[src/rtl/simon_pkg.sv]
// Shared parameters, types and round functions for the iterative SIMON32/64 decryptor.
package simon_pkg;
  localparam int N  = 16;
  localparam int M  = 4;
  localparam int T  = 32;
  localparam int C  = 5;
  localparam int KW = $clog2(T);

  localparam logic [C:0] LAST = (C+1)'(T-1);

  typedef enum logic [1:0] {IDLE, EXPAND, DECRYPT, DONE} state_t;
  typedef logic [T-1:0][N-1:0] ks_t;
  typedef logic [M-1:0][N-1:0] key_t;

  // f(v) = (v<<<1 & v<<<8) ^ v<<<2
  function automatic logic [N-1:0] f(input logic [N-1:0] v);
    return ({v[N-2:0], v[N-1]} & {v[N-9:0], v[N-1:N-8]}) ^ {v[N-3:0], v[N-1:N-2]};
  endfunction

  function automatic logic [2*N-1:0] invround(input logic [2*N-1:0] blk, input logic [N-1:0] k);
    logic [N-1:0] x;
    logic [N-1:0] y;
    x = blk[2*N-1:N];
    y = blk[N-1:0];
    return {y, x ^ f(y) ^ k};
  endfunction
endpackage

[src/rtl/simon_inv_round.sv]
// One combinational inverse SIMON round: {x,y} -> {y, x ^ f(y) ^ k}.
module simon_inv_round
  import simon_pkg::*;
(
  input  logic [2*N-1:0] block,
  input  logic [N-1:0]   key,
  output logic [2*N-1:0] out
);
  assign out = invround(block, key);
endmodule

[src/rtl/simon_keyexpansion.sv]
// SIMON32/64 key-schedule step: next key word from k[i], k[i+1], k[i+3] and round index i.
module SIMON_keyexpansion
  import simon_pkg::*;
(
  input  logic [N-1:0] k0,
  input  logic [N-1:0] k1,
  input  logic [N-1:0] k3,
  input  logic [C:0]   round,
  output logic [N-1:0] kx_out
);
  // z0 constant sequence, first bit at the MSB
  localparam logic [61:0] Z0 = 62'b11111010001001010110000111001101111101000100101011000011100110;

  logic [N-1:0] tmp_a;
  logic [N-1:0] tmp_b;
  logic [5:0]   z_idx;

  always_comb begin
    z_idx  = 6'd61 - round;
    tmp_a  = {k3[2:0], k3[N-1:3]} ^ k1;
    tmp_b  = tmp_a ^ {tmp_a[0], tmp_a[N-1:1]};
    kx_out = ~k0 ^ tmp_b ^ {{(N-1){1'b0}}, Z0[z_idx]} ^ {{(N-2){1'b0}}, 2'b11};
  end
endmodule

[src/rtl/simon_decrypt_control.sv]
// Iterative SIMON decryptor: expands the key once into a round-key store, then runs
// one inverse round per clock with round keys applied in reverse order.
//   state   | meaning
//   IDLE    | waiting for newData, no result yet
//   EXPAND  | writing one round key per clock into ks
//   DECRYPT | one inverse round per clock, keys ks[T-1] .. ks[0]
//   DONE    | plain valid, waiting for next newData
module simon_decrypt_control
  import simon_pkg::*;
(
  input  logic                  clk,
  input  logic                  nR,
  input  logic                  newData,
  input  logic                  newKey,
  input  logic [2*N-1:0]        cipher,
  input  logic [M-1:0][N-1:0]   key,
  output logic [2*N-1:0]        plain,
  output logic [C:0]            count,
  output logic                  done
);
  state_t          state_q, state_d;
  logic [C:0]      count_q, count_d;
  logic            done_q, done_d;
  logic [2*N-1:0]  plain_q, plain_d;
  logic            key_valid_q, key_valid_d;
  logic [2*N-1:0]  blk_q, blk_d;
  key_t            keys_q, keys_d;
  ks_t             ks_q, ks_d;

  logic [N-1:0]    kx_out;
  logic [2*N-1:0]  inv_out;
  logic [KW-1:0]   rk_idx;
  logic [KW-1:0]   wr_idx;

  assign wr_idx = count_q[KW-1:0];
  assign rk_idx = KW'(T-1) - count_q[KW-1:0];

  SIMON_keyexpansion u_kx (
    .k0     (keys_q[0]),
    .k1     (keys_q[1]),
    .k3     (keys_q[M-1]),
    .round  (count_q),
    .kx_out (kx_out)
  );

  simon_inv_round u_round (
    .block (blk_q),
    .key   (ks_q[rk_idx]),
    .out   (inv_out)
  );

  always_comb begin
    state_d     = state_q;
    count_d     = count_q;
    done_d      = done_q;
    plain_d     = plain_q;
    key_valid_d = key_valid_q;
    blk_d       = blk_q;
    keys_d      = keys_q;
    ks_d        = ks_q;

    unique case (state_q)
      IDLE, DONE: begin
        if (newData) begin
          blk_d   = cipher;
          keys_d  = key;
          count_d = '0;
          done_d  = 1'b0;
          state_d = (newKey || !key_valid_q) ? EXPAND : DECRYPT;
        end
      end
      EXPAND: begin
        ks_d[wr_idx] = keys_q[0];
        keys_d       = {kx_out, keys_q[M-1:1]};
        if (count_q == LAST) begin
          key_valid_d = 1'b1;
          count_d     = '0;
          state_d     = DECRYPT;
        end else begin
          count_d = count_q + (C+1)'(1);
        end
      end
      DECRYPT: begin
        blk_d = inv_out;
        // Last round lands straight in plain; count parks at T-1 until the next start.
        if (count_q == LAST) begin
          plain_d = inv_out;
          done_d  = 1'b1;
          state_d = DONE;
        end else begin
          count_d = count_q + (C+1)'(1);
        end
      end
      default: state_d = IDLE;
    endcase
  end

  always_ff @(posedge clk or negedge nR) begin
    if (!nR) begin
      state_q     <= IDLE;
      count_q     <= '0;
      done_q      <= 1'b0;
      plain_q     <= '0;
      key_valid_q <= 1'b0;
      blk_q       <= '0;
      keys_q      <= '0;
    end else begin
      state_q     <= state_d;
      count_q     <= count_d;
      done_q      <= done_d;
      plain_q     <= plain_d;
      key_valid_q <= key_valid_d;
      blk_q       <= blk_d;
      keys_q      <= keys_d;
    end
  end

  // Key store needs no reset: key_valid_q guards its use.
  always_ff @(posedge clk) begin
    ks_q <= ks_d;
  end

  assign plain = plain_q;
  assign count = count_q;
  assign done  = done_q;
endmodule

[config.mk]
export PLATFORM = sky130hd
export DESIGN_NAME = simon_decrypt_control
export DESIGN_NICKNAME = d
export VERILOG_FILES = /design/src/rtl/simon_pkg.sv /design/src/rtl/simon_inv_round.sv /design/src/rtl/simon_keyexpansion.sv /design/src/rtl/simon_decrypt_control.sv
export SDC_FILE = /design/constraint.sdc
export NUM_CORES = 1
export LEC_CHECK = 0
export BUFFER_PORTS_ARGS = -buffer_cell sky130_fd_sc_hd__buf_2
export CAP_MARGIN = 15
export CORE_MARGIN = 8
export CORE_UTILIZATION = 60
export DETAILED_ROUTE_END_ITERATION = 10
export PLACE_DENSITY = 0.78
export SLEW_MARGIN = 10
export SYNTH_ARGS = -nofsm -noshare
export SYNTH_HDL_FRONTEND = slang
export SYNTH_SLANG_ARGS = --single-unit
[constraint.sdc]
create_clock -name clk -period 3.5 [get_ports clk]
set_clock_uncertainty 0.15 [all_clocks]
set_input_delay 0.525 -clock clk [delete_from_list [all_inputs] [get_ports clk]]
set_output_delay 0.525 -clock clk [all_outputs]
set_load 0.05 [all_outputs]
Word level (Yosys, flattened, before mapping)

Memories as Yosys holds them, arrays and structs flattened.
Index checks and enable logic that the tools add are counted.
Widths: inputs -> output; s select.

Eq/ne operators: 8
Multiplexer cells: 22
Reduce and logical (&&, ||, !) cells: 14
Bitwise logic cells: 10
$lt $le $gt $ge: 4
Add/subtract/negate cells: 3

Operators by type and width:

| cell                | count |
|---|---|
| $bwmux 512          | 1 |
| $pmux 64 s2         | 1 |
| $xor 16x16->16      | 6 |
| $bmux 16 s5         | 1 |
| $demux 16 s5        | 1 |
| $mux 64             | 1 |
| $pmux 32 s2         | 1 |
| $mux 16             | 2 |
| $mux 32             | 1 |
| $mux 6              | 3 |
| $pmux 6 s3          | 1 |
| $and 16x16->16      | 1 |
| $not 16->16         | 1 |
| $xor 16x1->16       | 1 |
| $lt 5x6->1 const B  | 2 |
| $reduce_and 2->1    | 5 |
| $mux 2              | 4 |
| $ne 2x2->1 const B  | 4 |
| $lt 6x7->1 const B  | 1 |
| $add 6x1->6 const B | 1 |
| $eq 6x5->1 const B  | 1 |
| $pmux 2 s3          | 1 |
| $reduce_and 3->1    | 2 |
| $sub 6x6->6 const A | 1 |
| 13 further kinds    | 17 |

ROM bits: 64
Input bits: 100
Output and inout bits: 39
Register bits after elaboration: 650
Memories: 1

Memories:

| memory          | words | width | read ports | clocked after memory_dff | write ports | line                     | source |
|---|---|---|---|---|---|---|---|
| (no name shown) | 64    | 1     | 1          | 0                        | 0           | simon_keyexpansion.sv:22 | `kx_out = ~k0 ^ tmp_b ^ {{(N-1){1'b0}}, Z0[z_idx]} ^ {{(N-2){1'b0}}, 2'b11};` |

Depth between registers and ports, before layout

Depth after elaboration: 6
Gate-level depth with buffers: 11
Gate-level depth less buffers: 8

Modules after synthesis

Synthesis repeated with hierarchy kept, for this count alone.

Cells, all modules: 1759
Area, all modules: 27350.0 µm²

By module, submodules not included:

| module                | times used | cells each | area an instance (µm²) | seq. area each (µm²) |
|---|---|---|---|---|
| simon_decrypt_control | 1          | 1611       | 25926.1                | 18828.1 |
| SIMON_keyexpansion    | 1          | 84         | 743.2                  | 0.0 |
| simon_inv_round       | 1          | 64         | 680.7                  | 0.0 |

Least setup slack after synthesis

No wires, ideal clock.

Path type: reg-to-reg
Start point: register count_q[1], in the netlist count[1]
End point: register keys_q[48] (netlist bit)
Buffers on the path: 3
Period minus slack after synthesis: 3177 ps
Arrival time: 2903 ps
Required time: 3226 ps
Slack: 323 ps
Cell stages (with the launch flop): 12
Path through: dfrtp_1 buf_2 buf_2 buf_1 inv_1 ha_1 mux2_2 mux2i_1 mux2i_1 o211ai_1 mux2i_1 a211o_1

Word-level cells in the longest chain between the ends: 6

Ends and longest elaborated chain:

| element                      | line                         | source |
|---|---|---|
| from (decl)                  | simon_decrypt_control.sv:22  | `logic [C:0] count_q, count_d;` |
| from (signal assigned)       | simon_decrypt_control.sv:109 | `count_q <= count_d;` |
| $sub 6x6->6                  | simon_keyexpansion.sv:19     | `z_idx = 6'd61 - round;` |
| $mem_v2 64x1                 | --                           |  |
| $mux 1 (not written as such) | simon_keyexpansion.sv:22     |  |
| $xor 16x1->16                | simon_keyexpansion.sv:22     |  |
| $not 2->2 (no source line)   | --                           |  |
| $pmux 64 s2                  | simon_decrypt_control.sv:62  | `unique case (state_q)` |
| to (signal assigned)         | simon_decrypt_control.sv:114 | `keys_q <= keys_d;` |
| to (decl)                    | simon_decrypt_control.sv:27  | `key_t keys_q, keys_d;` |

Every way passes these cells. The select of a mux whose other input is x is not followed.
A chain may end at the register's enable or synchronous reset.

Worst setup path in the final report

Start point: register count_q[0], in the netlist count[0]
End point: register blk_q[9]

Word-level cells in the longest chain between the ends: 5

Ends and longest elaborated chain:

| element                       | line                         | source |
|---|---|---|
| $sub 5x5->5                   | simon_decrypt_control.sv:36  | `assign rk_idx = KW'(T-1) - count_q[KW-1:0];` |
| $bmux 16 s5                   | simon_decrypt_control.sv:48  | `.key (ks_q[rk_idx]),` |
| $mux 16 (not written as such) | simon_decrypt_control.sv:48  |  |
| $xor 16x16->16                | simon_pkg.sv:25              | `return {y, x ^ f(y) ^ k};` |
| $pmux 32 s2                   | simon_decrypt_control.sv:62  |  |
| to (signal assigned)          | simon_decrypt_control.sv:113 | `blk_q <= blk_d;` |
| to (decl)                     | simon_decrypt_control.sv:26  | `logic [2*N-1:0] blk_q, blk_d;` |

Every way passes these cells. The select of a mux whose other input is x is not followed.

==> out/metrics.cfg <==
[status]
status = completed

[route]
final_antenna_net_count = 0
vias_per_cell = 6.38
routedWlPerCell_um = 28.3
drc = 0
drt_iter0_drc = 1847
vias = 15200
drt-pass1-iter-count = 5
routed_wl_um = 67500

[die]
fp-row-count = 77
initial_core_util_pct = 60.6
fp.dieH_um = 227
die_w_um = 227
coreArea_um2 = 44000
die-area_um2 = 51500
pin_count = 139

[finish]
seqCellArea_um2 = 18800
antennaDiodeCount = 0
fin_nets = 1857
syn_to_final_growth_pct = 14.4
multi_input_area_um2 = 7440
drive_above_1_share_pct = 27.5
n_fill_cell = 2687
final_util_pct = 69.4

[worst_setup_path]
startpoint_type = register
path_class = register to register
cp_cell_sequence = buf_4 > buf_4 > mux4_2 > a22oi_1 > nand4_1 > xnor2_1 > mux2i_1 > a21oi_1
crit_top_cell = buf_4
r2r_setup_slack_ns = 0.37
crit_buf_inv = 2
r2r-start = count[0]$_DFFE_PN0P_
crit_slowest_cell = dfrtp_4
arrival_ns = 3.54
rr_endpoint = blk_q[9]$_DFFE_PN0P_
critPathMaxStageDelay_ns = 0.62
end_kind = register
required_ns = 3.91
crit_family = flip-flops
critPathMaxFanout = 14
r2r_cells = 8
crit_start = count[0]$_DFFE_PN0P_

[global_routing]
grt_pass1_vias = 15800
grt_max_degree = 74
grt_usage_pct = 26.5
grt_first_pass_wirelength_um = 99900
antenna_found_initial = 0
overflow = 0
use_met2_pct = 43.6
grt_use_met1_pct = 34.8
use_met3_pct = 4.69
grt.busiest_layer = met2

[timing]
min_period_ns = 3.13
finalMaxSlewViolations = 0
finalSetupViolCount = 0
relSlewSlack_pct = 39.8
final_hold_viol_count = 0
fin_tns_setup_ns = 0
worstMarginPinSlew_ns = 0.903
max_freq_ghz = 0.319
fin_crit_sh_pct = 89.5
rsz0062_at_grt = no

[synthesis]
yosysWarnings = 0
synth_edf_count = 512
synth_cell_types = 41
syn_nets = 1651
async_reset_ff_share_pct = 21.2
synth_seq_cells = 650
synth_compound_area_share_pct = 4.48
synth_top_family_by_area = multiplexers
post_synth_fa_ha_maj_area_fraction_pct = 0.563
yosys.area_share.simple_pct = 3.85
yosysSeqAreaShare_pct = 70.6
synth_xor_xnor_area_share_pct = 3.32
netlist_area_um2 = 26700
synthCells = 1539
synthFlopType = edfxtp_1
syn_area_per_cell_um2 = 17.3
muxShareOfSynthArea_pct = 15.5

[place]
dp_hpwl_um = 41800
globalplace.congestion = 0.824
io_buffers = 138

[clocking]
clockBufferDepth = 3
clock_sinks = 650
cts_tree = done
clk_pin_slew_ns = 0.06
post_cts_resized = 0
cts_buffers = 60
htree_levels = 2
cts_root_buf = clkbuf_16
clock_latency_ns = 0.62

[power_and_ir_drop]
switchingPower_w = 0.00861
ir_drop_v = 0.000671
pwr-share-comb_pct = 32.7
p_int_w = 0.0172
swShare_pct = 33.4
p_seq_share_pct = 41.9
power.density_nw_per_um2 = 845
clockPowerShare_pct = 25.4
leakage_nw = 10.8

[job]
cap_violations = 0

[min_path]
hold_class = input pin to register
hp-start = cipher[27]
holdPathEnd = blk_q[27]$_DFFE_PN0P_
min_path_cells = 3

[metrics by stage]
step | cell area, µm² | std cells | setup slack, ns | power (W) | hold slack [ns]
after CTS | 30500 | 2384 | 0.321 | 0.0258 | 0.0153
after detailed placement | 28500 | 2272 | 0.323 | 0.0192 | 0.320
final | 30500 | 2386 | 0.367 | 0.0258 | 0.0417
after global placement | 28500 | 2272 | 0.399 | 0.0188 | 0.311
after floorplan | 26700 | 1539 | 0.323 | 0.0167 | 0.0794
after global routing | 30500 | 2386 | 0.151 | 0.0269 | 0.0398
[per-layer routing]
| metal | routed length [µm] | up-vias | share of wire [%] |
|---|---|---|---|
| met5 | 0 | - | 0 |
| met4 | 2790 | 0 | 4.1 |
| met3 | 6080 | 133 | 9.0 |
| met2 | 34200 | 861 | 51 |
| met1 | 24500 | 7836 | 36 |
| li1 | - | 6399 | - |
[cell usage in the layout (no fill, tap or decap), drive strengths merged]
| master | instances |
|---|---|
| mux2 | 33 |
| o311ai | 1 |
| dfrtp | 138 |
| nand2b | 4 |
| dlygate4sd3 | 1 |
| edfxtp | 512 |
| or2 | 2 |
| nand3 | 5 |
| nor2 | 86 |
| nand2 | 95 |
| o21ai | 73 |
| or3b | 2 |
| ha | 12 |
| o211a | 1 |
| nand3b | 3 |
| mux4 | 130 |
| o31ai | 2 |
| a22o | 1 |
| a211oi | 1 |
| xnor2 | 96 |
| a22oi | 64 |
| nand4 | 17 |
| nor3 | 2 |
| inv | 13 |
| a211o | 1 |
| and3b | 3 |
| buf | 230 |
| mux2i | 84 |
| clkinv | 19 |
| nor3b | 6 |
| clkbuf | 80 |
| o21a | 2 |
| clkinvlp | 3 |
| a21oi | 52 |
| and3 | 3 |
| xor2 | 5 |
| or3 | 1 |
| o211ai | 2 |
| bufinv | 6 |
| nor2b | 3 |
[cell families after synthesis]
group / Yosys count
adders and majority gates: 12
xor gates and xnor gates: 101
AOI/OAI and AO/OA: 200
muxes: 247
DFF: 650
and+or+nand+nor: 232
buffers and inverters: 97
[Yosys cell counts (4+ instances only)]
cell	instances	area (µm²)
nand4_1	17	106
buf_2	19	95.1
edfxtp_1	512	15400
nand2b_1	4	25.0
buf_1	11	41.3
mux2_2	33	372
xnor2_1	96	841
buf_6	7	78.8
inv_1	10	37.5
mux2i_1	84	841
a21oi_1	52	260
mux4_2	128	2880
dfrtp_1	138	3450
nor2_1	86	323
clkbuf_1	48	180
xor2_1	5	43.8
o21ai_0	73	365
ha_1	12	150
nand2_1	95	357
nand3_1	5	25.0
a22oi_1	64	480
[final cells by class]
type	count	share of cell area, %
Tap cell	592	2.43
Clock inverter	31	1.13
Multi-Input combinational cell	792	24.4
Sequential cell	650	61.7
Timing Repair Buffer	231	4.92
Inverter	10	0.123
Clock buffer	80	5.37
[flip-flops by register name, indices dropped and copies added (netlist names)]
| name | count |
|---|---|
| ks_q | 512 |
| keys_q | 64 |
| blk_q | 32 |
| plain | 32 |
| count | 6 |
| state_q | 2 |
| done | 1 |
| key_valid_q | 1 |
[timing repair]
| item | 4_1_cts | 5_1_grt |
|---|---|---|
| hold buffers | 1 | 0 |
| hold endpoints to repair | 61 | 0 |
| setup buffers | 0 | 0 |
[power by group through the flow]
stage	clock (W)	combinational (W)	sequential (W)
6_report	0.00657	0.00844	0.0108
3_3_place_gp	0	0.00793	0.0109
2_1_floorplan	0	0.00573	0.0110
3_5_place_dp	0	0.00822	0.0110
4_1_cts	0.00663	0.00835	0.0108
5_1_grt	0.00690	0.00910	0.0109
[worst max path at each step]
stage / end / slack (ns) / depth (start not counted)
3_3_place_gp: blk_q[9]$_DFFE_PN0P_ / 0.40 / 8
5_1_grt: blk_q[9]$_DFFE_PN0P_ / 0.15 / 8
3_5_place_dp: blk_q[9]$_DFFE_PN0P_ / 0.32 / 8
2_1_floorplan: keys_q[48]$_DFFE_PN0P_ / 0.32 / 11
6_report: blk_q[9]$_DFFE_PN0P_ / 0.37 / 8
4_1_cts: blk_q[9]$_DFFE_PN0P_ / 0.32 / 8
[tightest hold or removal path, stage by stage]
cell	delay, ns
buf_2	0.07
mux2i_1	0.05
a21oi_1	0.13
Power figures use the tool's default switching activity.
